### src/rtl/mdu_pkg.sv
// Shared op codes, FSM state encoding and default width for the multiply/divide unit.
package mdu_pkg;

  localparam int MDU_W = 32;

  localparam logic [2:0] OP_MULT  = 3'd0;
  localparam logic [2:0] OP_MULTU = 3'd1;
  localparam logic [2:0] OP_DIV   = 3'd2;
  localparam logic [2:0] OP_DIVU  = 3'd3;
  localparam logic [2:0] OP_MTHI  = 3'd4;
  localparam logic [2:0] OP_MTLO  = 3'd5;
  localparam logic [2:0] OP_MADD  = 3'd6;
  localparam logic [2:0] OP_MSUB  = 3'd7;

  typedef enum logic [1:0] {
    ST_IDLE = 2'd0,
    ST_MUL  = 2'd1,
    ST_DIV  = 2'd2,
    ST_FIX  = 2'd3
  } mdu_state_e;

  function automatic logic is_mul_op(input logic [2:0] op);
    return (op == OP_MULT) || (op == OP_MULTU) || (op == OP_MADD) || (op == OP_MSUB);
  endfunction

endpackage

### src/rtl/mdu_div_iter.sv
// Restoring divider datapath: unsigned magnitudes in, one quotient bit per step.
module mdu_div_iter
  import mdu_pkg::*;
#(
  parameter int W     = MDU_W,
  parameter int CNT_W = 6
) (
  input  logic         clk,
  input  logic         reset,
  input  logic         start,
  input  logic         step,
  input  logic [W-1:0] dividend,
  input  logic [W-1:0] divisor,
  output logic         last,
  output logic [W-1:0] quo,
  output logic [W-1:0] rem
);

  logic [W-1:0]     rem_q, rem_d;
  logic [W-1:0]     quo_q, quo_d;
  logic [W-1:0]     dvs_q, dvs_d;
  logic [CNT_W-1:0] cnt_q, cnt_d;
  logic [W:0]       rem_sh;
  logic [W-1:0]     rem_sub;

  always_comb begin
    rem_d   = rem_q;
    quo_d   = quo_q;
    dvs_d   = dvs_q;
    cnt_d   = cnt_q;
    // Shift the next dividend bit into the partial remainder; quo doubles as the shift source.
    rem_sh  = {rem_q, quo_q[W-1]};
    rem_sub = rem_sh[W-1:0] - dvs_q;
    if (start) begin
      rem_d = '0;
      quo_d = dividend;
      dvs_d = divisor;
      cnt_d = '0;
    end else if (step) begin
      if (rem_sh >= {1'b0, dvs_q}) begin
        rem_d = rem_sub;
        quo_d = {quo_q[W-2:0], 1'b1};
      end else begin
        rem_d = rem_sh[W-1:0];
        quo_d = {quo_q[W-2:0], 1'b0};
      end
      cnt_d = cnt_q + CNT_W'(1);
    end
  end

  always_ff @(posedge clk) begin
    if (reset) begin
      rem_q <= '0;
      quo_q <= '0;
      dvs_q <= '0;
      cnt_q <= '0;
    end else begin
      rem_q <= rem_d;
      quo_q <= quo_d;
      dvs_q <= dvs_d;
      cnt_q <= cnt_d;
    end
  end

  assign last = (cnt_q == CNT_W'(W - 1));
  assign quo  = quo_q;
  assign rem  = rem_q;

endmodule

### src/rtl/muldiv_unit.sv
// EX-stage multiply/divide unit owning HI/LO; 1-cycle multiply, W-step restoring divide.
// Optional MDU_MADD_EN adds the MADD/MSUB accumulate path; without it ops 6/7 complete with no HI/LO write.
module muldiv_unit
  import mdu_pkg::*;
#(
  parameter int W     = MDU_W,
  parameter int CNT_W = 6
) (
  input  logic         clk,
  input  logic         reset,
  // Handshake: an op is taken on a rising edge where req_valid && req_ready;
  // req_op/req_src* are sampled only on that edge and never read again.
  input  logic         req_valid,
  output logic         req_ready,
  input  logic [2:0]   req_op,
  input  logic [W-1:0] req_src1,
  input  logic [W-1:0] req_src2,
  input  logic         cancel,
  output logic         busy,
  output logic         done,
  output logic [W-1:0] hi,
  output logic [W-1:0] lo,
  output mdu_state_e   dbg_state
);

  mdu_state_e   state_q, state_d;
  logic [2:0]   op_q, op_d;
  logic [W-1:0] src1_q, src1_d;
  logic [W-1:0] src2_q, src2_d;
  logic [W-1:0] hi_q, hi_d;
  logic [W-1:0] lo_q, lo_d;
  logic         done_q, done_d;
  logic         q_neg_q, q_neg_d;
  logic         r_neg_q, r_neg_d;

  logic         accept;
  logic         is_sdiv, a_neg, b_neg;
  logic [W-1:0] a_mag, b_mag;
  logic         div_start, div_step, div_last;
  logic [W-1:0] div_quo, div_rem;
  logic         mul_sgn;
  logic [W:0]   mul_a, mul_b;
  logic [2*W-1:0] prod;

  assign accept = req_valid && req_ready;

  // Unsigned W-bit negate gives the true magnitude even for the most negative value.
  assign is_sdiv = (req_op == OP_DIV);
  assign a_neg   = is_sdiv && req_src1[W-1];
  assign b_neg   = is_sdiv && req_src2[W-1];
  assign a_mag   = a_neg ? (-req_src1) : req_src1;
  assign b_mag   = b_neg ? (-req_src2) : req_src2;

  assign mul_sgn = (op_q != OP_MULTU);
  assign mul_a   = {mul_sgn & src1_q[W-1], src1_q};
  assign mul_b   = {mul_sgn & src2_q[W-1], src2_q};
  assign prod    = $signed({{(W-1){mul_a[W]}}, mul_a}) * $signed({{(W-1){mul_b[W]}}, mul_b});

  mdu_div_iter #(.W(W), .CNT_W(CNT_W)) u_div (
    .clk      (clk),
    .reset    (reset),
    .start    (div_start),
    .step     (div_step),
    .dividend (a_mag),
    .divisor  (b_mag),
    .last     (div_last),
    .quo      (div_quo),
    .rem      (div_rem)
  );

  always_comb begin
    state_d   = state_q;
    op_d      = op_q;
    src1_d    = src1_q;
    src2_d    = src2_q;
    hi_d      = hi_q;
    lo_d      = lo_q;
    done_d    = 1'b0;
    q_neg_d   = q_neg_q;
    r_neg_d   = r_neg_q;
    div_start = 1'b0;
    div_step  = 1'b0;
    case (state_q)
      ST_IDLE: begin
        if (accept) begin
          op_d   = req_op;
          src1_d = req_src1;
          src2_d = req_src2;
          if (is_mul_op(req_op)) begin
            state_d = ST_MUL;
          end else if ((req_op == OP_DIV) || (req_op == OP_DIVU)) begin
            state_d   = ST_DIV;
            div_start = 1'b1;
            q_neg_d   = a_neg ^ b_neg;
            r_neg_d   = a_neg;
          end else if (req_op == OP_MTHI) begin
            hi_d   = req_src1;
            done_d = 1'b1;
          end else begin
            lo_d   = req_src1;
            done_d = 1'b1;
          end
        end
      end
      ST_MUL: begin
        case (op_q)
          OP_MULT, OP_MULTU: {hi_d, lo_d} = prod;
`ifdef MDU_MADD_EN
          OP_MADD: {hi_d, lo_d} = {hi_q, lo_q} + prod;
          OP_MSUB: {hi_d, lo_d} = {hi_q, lo_q} - prod;
`endif
          default: ;
        endcase
        state_d = ST_IDLE;
        done_d  = 1'b1;
      end
      ST_DIV: begin
        div_step = 1'b1;
        if (div_last) state_d = ST_FIX;
      end
      ST_FIX: begin
        lo_d    = q_neg_q ? (-div_quo) : div_quo;
        hi_d    = r_neg_q ? (-div_rem) : div_rem;
        state_d = ST_IDLE;
        done_d  = 1'b1;
      end
      default: state_d = ST_IDLE;
    endcase
    // Cancel wins over everything, including the commit edge of MUL/FIX.
    if (cancel) begin
      state_d  = ST_IDLE;
      hi_d     = hi_q;
      lo_d     = lo_q;
      done_d   = 1'b0;
      div_step = 1'b0;
    end
  end

  always_ff @(posedge clk) begin
    if (reset) begin
      state_q <= ST_IDLE;
      op_q    <= '0;
      src1_q  <= '0;
      src2_q  <= '0;
      hi_q    <= '0;
      lo_q    <= '0;
      done_q  <= 1'b0;
      q_neg_q <= 1'b0;
      r_neg_q <= 1'b0;
    end else begin
      state_q <= state_d;
      op_q    <= op_d;
      src1_q  <= src1_d;
      src2_q  <= src2_d;
      hi_q    <= hi_d;
      lo_q    <= lo_d;
      done_q  <= done_d;
      q_neg_q <= q_neg_d;
      r_neg_q <= r_neg_d;
    end
  end

  assign req_ready = (state_q == ST_IDLE) && !cancel;
  assign busy      = (state_q != ST_IDLE);
  assign done      = done_q;
  assign hi        = hi_q;
  assign lo        = lo_q;
  assign dbg_state = state_q;

endmodule

### config.mk
export PLATFORM = sky130hd
export DESIGN_NAME = muldiv_unit
export DESIGN_NICKNAME = d
export VERILOG_FILES = /design/src/rtl/mdu_pkg.sv /design/src/rtl/mdu_div_iter.sv /design/src/rtl/muldiv_unit.sv
export SDC_FILE = /design/constraint.sdc
export NUM_CORES = 2
export LEC_CHECK = 0
export ABC_AREA = 1
export BUFFER_PORTS_ARGS = -buffer_cell sky130_fd_sc_hd__buf_2
export CORE_UTILIZATION = 49
export CTS_BUF_LIST = sky130_fd_sc_hd__clkbuf_2 sky130_fd_sc_hd__clkbuf_4 sky130_fd_sc_hd__clkbuf_8
export CTS_CLUSTER_SIZE = 40
export DETAILED_ROUTE_END_ITERATION = 10
export HOLD_SLACK_MARGIN = 0.15
export PLACE_DENSITY_LB_ADDON = 0.2
export SETUP_SLACK_MARGIN = 0.1
export SLEW_MARGIN = 20
export SYNTH_ARGS = -nofsm -noshare
export SYNTH_HDL_FRONTEND = slang
export SYNTH_SLANG_ARGS = --single-unit
### constraint.sdc
create_clock -name clk -period 8.6 [get_ports clk]
set_clock_uncertainty 0.15 [all_clocks]
set_input_delay 0.43 -clock clk [delete_from_list [all_inputs] [get_ports clk]]
set_output_delay 0.43 -clock clk [all_outputs]
set_load 0.005 [all_outputs]
==> results.tsv <==
stage	metric	value	unit
critical_path	cp_slowest_cell	fa_1	
clocking	cts_buffers	46	
layout	stdcell_area	59300	um^2
layout	drive_gt1_share	5.69	%
clocking	clock_tree.buffer_depth	3	
critical_path	start_kind	flip-flop	
drt	first_pass_iters	6	
critical_path	ff2ff_setup_slack	410	ps
layout	areaGrowthSynthToFinish	8.16	%
drt	drc_errors	0	
synthesis	syn_inst	7471	
synthesis	synth_nets	8917	
placement	place_area	57200	um^2
pwr	powerDensity	140	nW/um^2
synthesis	ys_seq_elements	238	
critical_path	cp-end-kind	flip-flop	
critical_path	slowest_delay	660	ps
sta	post-route-period-util	95.3	%
min_path	whs_path_depth	3	
drt	drt-initial-drc-count	3967	
critical_path	r2r_start	op_q[2]	
synthesis	syn_avg_cell_area	7.34	um^2
pwr	power.total	8.27	mW
sta	worst_pin_slew	1200	ps
global_route	grt.total_usage	33.1	%
synthesis	synth_warnings	0	
drt	antenna_left	0	
critical_path	r2r-end	hi[22]	
clocking	cts_root_buf	clkbuf_8	
floorplan	die_w	336	um
clocking	cts_tree	built	
floorplan	initial_utilization	49.5	%
synthesis	syn_area	54800	um^2
critical_path	worstPathRequired	9050	ps
critical_path	critical_path_class	flip-flop to flip-flop	
sta	rsz0062_at_grt	true	
critical_path	path_buf_inv	8	
pwr	irDropWorstVdd	0.138	mV
placement	hpwl	154	mm
critical_path	ff2ff_path_depth	28	
placement	portBuffers	139	
floorplan	dieArea	113000	um^2
sta	timing.fmax	122	MHz
sta	hold_viol_final	0	
flow_run	max-cap-violations	0	
layout	diodes	0	
sta	setup_violations	0	
global_route	grt_pass1_wl	286	mm
layout	seqCellArea	4770	um^2
critical_path	path_common_cell	fa_1	
floorplan	rows	122	
critical_path	crit_arrival	8640	ps
sta	slew_violations	0	
clocking	cts_max_level	2	
critical_path	crit_path_max_fanout	6	
run_status	outcome	completed	
sta	fin_crit	8190	ps
drt	routedWlPerCell	20.3	um
layout	fillCellCount	11000	
clocking	clock_latency	690	ps
sta	slew_headroom	19.8	%
min_path	hold_end	u_div.quo[22]	
global_route	grt_overflow	0	
clocking	clock-sinks	238	
min_path	hp-class	input pin to flip-flop	
global_route	grt_antenna_before_repair	0	
placement	place_ws	14.3	ps
clocking	path_clk_slew	70	ps
layout	nets	8973	
critical_path	path_delay_family	adder cells	
synthesis	yosysSeqAreaShare	8.69	%
drt	vias	48600	
drt	wirelength	183	mm
floorplan	die_h	336	um
global_route	grt_pass1_vias	48900	
synthesis	yosys.cell_types.count	54	
synthesis	async_flop_share	0	%
synthesis	synth_ff_type	dfxtp_1	
pwr	p_leak	30.2	nW
global_route	grt_max_degree	123	
placement	gp_congestion	1.04	
synthesis	synth-edff-count	0	
sta	fin_setup_tns	0	ps
floorplan	coreArea	111000	um^2
layout	multi_input_area	41600	um^2
drt	vias_per_cell	5.37	
floorplan	pin_count	140	
sta	timing.final.ws_setup	406	ps
min_path	hp-start	reset	
## cells in the final DEF, fill, tap and decap left out, drive strengths merged, types with 2 or more instances in the layout
| cell type | instances |
|---|---|
| nand4 | 43 |
| a31oi | 22 |
| ha | 249 |
| a21boi | 5 |
| a21oi | 325 |
| bufinv | 5 |
| a21o | 5 |
| clkbuf | 64 |
| nand3b | 25 |
| and2 | 4 |
| inv | 1872 |
| fa | 1126 |
| xor2 | 35 |
| dlygate4sd3 | 88 |
| o21bai | 19 |
| o31ai | 3 |
| o211ai | 16 |
| o21ai | 316 |
| nor2 | 511 |
| nor4 | 10 |
| nand3 | 288 |
| a211oi | 7 |
| xnor2 | 23 |
| clkinvlp | 10 |
| a32o | 2 |
| clkinv | 10 |
| or2 | 12 |
| nor3b | 2 |
| dfxtp | 238 |
| o221ai | 4 |
| o21a | 3 |
| nand2 | 1808 |
| buf | 291 |
| a41oi | 4 |
| nor3 | 65 |
| o22ai | 39 |
| o32ai | 5 |
## kinds of logic (layout without fill, tap and decap cells)
family | Yosys count | count (layout) | share of synthesized area, %
AOI/OAI and AO/OA | 781 | 781 | 7.70
xor gates and xnor gates | 58 | 58 | 0.927
adders and majority gates | 1375 | 1375 | 46.8
buffers and inverters | 2250 | 2340 | 15.5
DFF | 238 | 238 | 8.69
and+or+nand+nor | 2769 | 2769 | 20.4
## what timing repair did
| action | in CTS | in global routing |
|---|---|---|
| hold buffers | 88 | 0 |
| hold endpoints to repair | 144 | 0 |
| endpoints found under the setup margin | 1 | 20 |
| resized for setup | 1 | 12 |
| setup buffers | 0 | 8 |
| gates cloned | 0 | 1 |
## layout make-up
class	instances	share of cell area [%]
clock buffers	64	1.38
clock inverters	18	0.409
inverters	1878	11.9
multi-input cells	4983	70.2
flip-flops and latches	238	8.04
well taps	1488	3.14
repair buffers	379	4.93
repair inverters	1	0.0127
## metal layers
layer  up-vias  global-route usage (%)  part of all wire (%)  wire (um)
met5         -                       0                     0          0
met4         0                    14.7                   5.2       9570
met3       342                    3.02                   6.1      11300
met2      1784                    54.4                    47      86400
met1     24400                    44.5                    42      76100
li1      22100                       -                     -          -
## worst max-delay path by stage
stage	from	end	slack [ps]	cells after the start
after floorplan	op_q[2]	hi[31]	970	34
after global placement	op_q[2]	hi[2]	120	27
after detailed placement	op_q[2]	hi[2]	10	27
after CTS	op_q[2]	hi[22]	190	28
after global routing	op_q[2]	hi[26]	50	31
final	op_q[2]	hi[22]	410	28
## power by group
| part | leakage (nW) | switching, mW | internal, mW |
|---|---|---|---|
| logic | 27.7 | 3.71 | 1.96 |
| clock network | 0.546 | 0.605 | 0.771 |
| registers | 1.94 | 0.0880 | 1.14 |
| total | 30.2 | 4.40 | 3.87 |
## registers in the layout, indices dropped and copies added, names as in the netlist
name         cells
src2_q          32
done             1
lo              32
u_div.dvs_q     32
r_neg_q          1
src1_q          32
u_div.cnt_q      6
q_neg_q          1
u_div.rem       32
u_div.quo       32
dbg_state        2
hi              32
op_q             3
## worst register-to-register path, delay by kind of cell (launching register included)
kind,cells,cell delay [ps]
adders and majority gates,9,4720
buffers and inverters,8,880
and+or+nand+nor,10,1910
DFF,1,340
AOI/OAI and AO/OA,1,190
## stage by stage
stage	hold slack, ps	cells	util, %
2_1_floorplan	282	7471	-
6_report	210	9049	53.5
5_1_grt	196	9049	53.5
3_3_place_gp	308	8870	51.6
3_5_place_dp	314	8870	51.6
4_1_cts	162	9040	53.4
## synth_stat cells (all sizes together), types with 12 or more instances
cell type | count | area share [%]
nor3 | 65 | 0.64
o211ai | 16 | 0.22
fa | 1126 | 41
nand4 | 43 | 0.49
a21oi | 325 | 3.0
a31oi | 22 | 0.25
o22ai | 39 | 0.45
nand2 | 1808 | 12
nand3b | 25 | 0.34
nor2 | 511 | 3.5
xor2 | 35 | 0.56
buf | 38 | 0.34
ha | 249 | 5.7
or2 | 12 | 0.14
dfxtp | 238 | 8.7
o21bai | 19 | 0.26
clkbuf | 334 | 2.3
xnor2 | 23 | 0.37
nand3 | 288 | 2.6
inv | 1876 | 13
o21ai | 316 | 2.9
No activity file was read; power rests on OpenSTA's default activity.
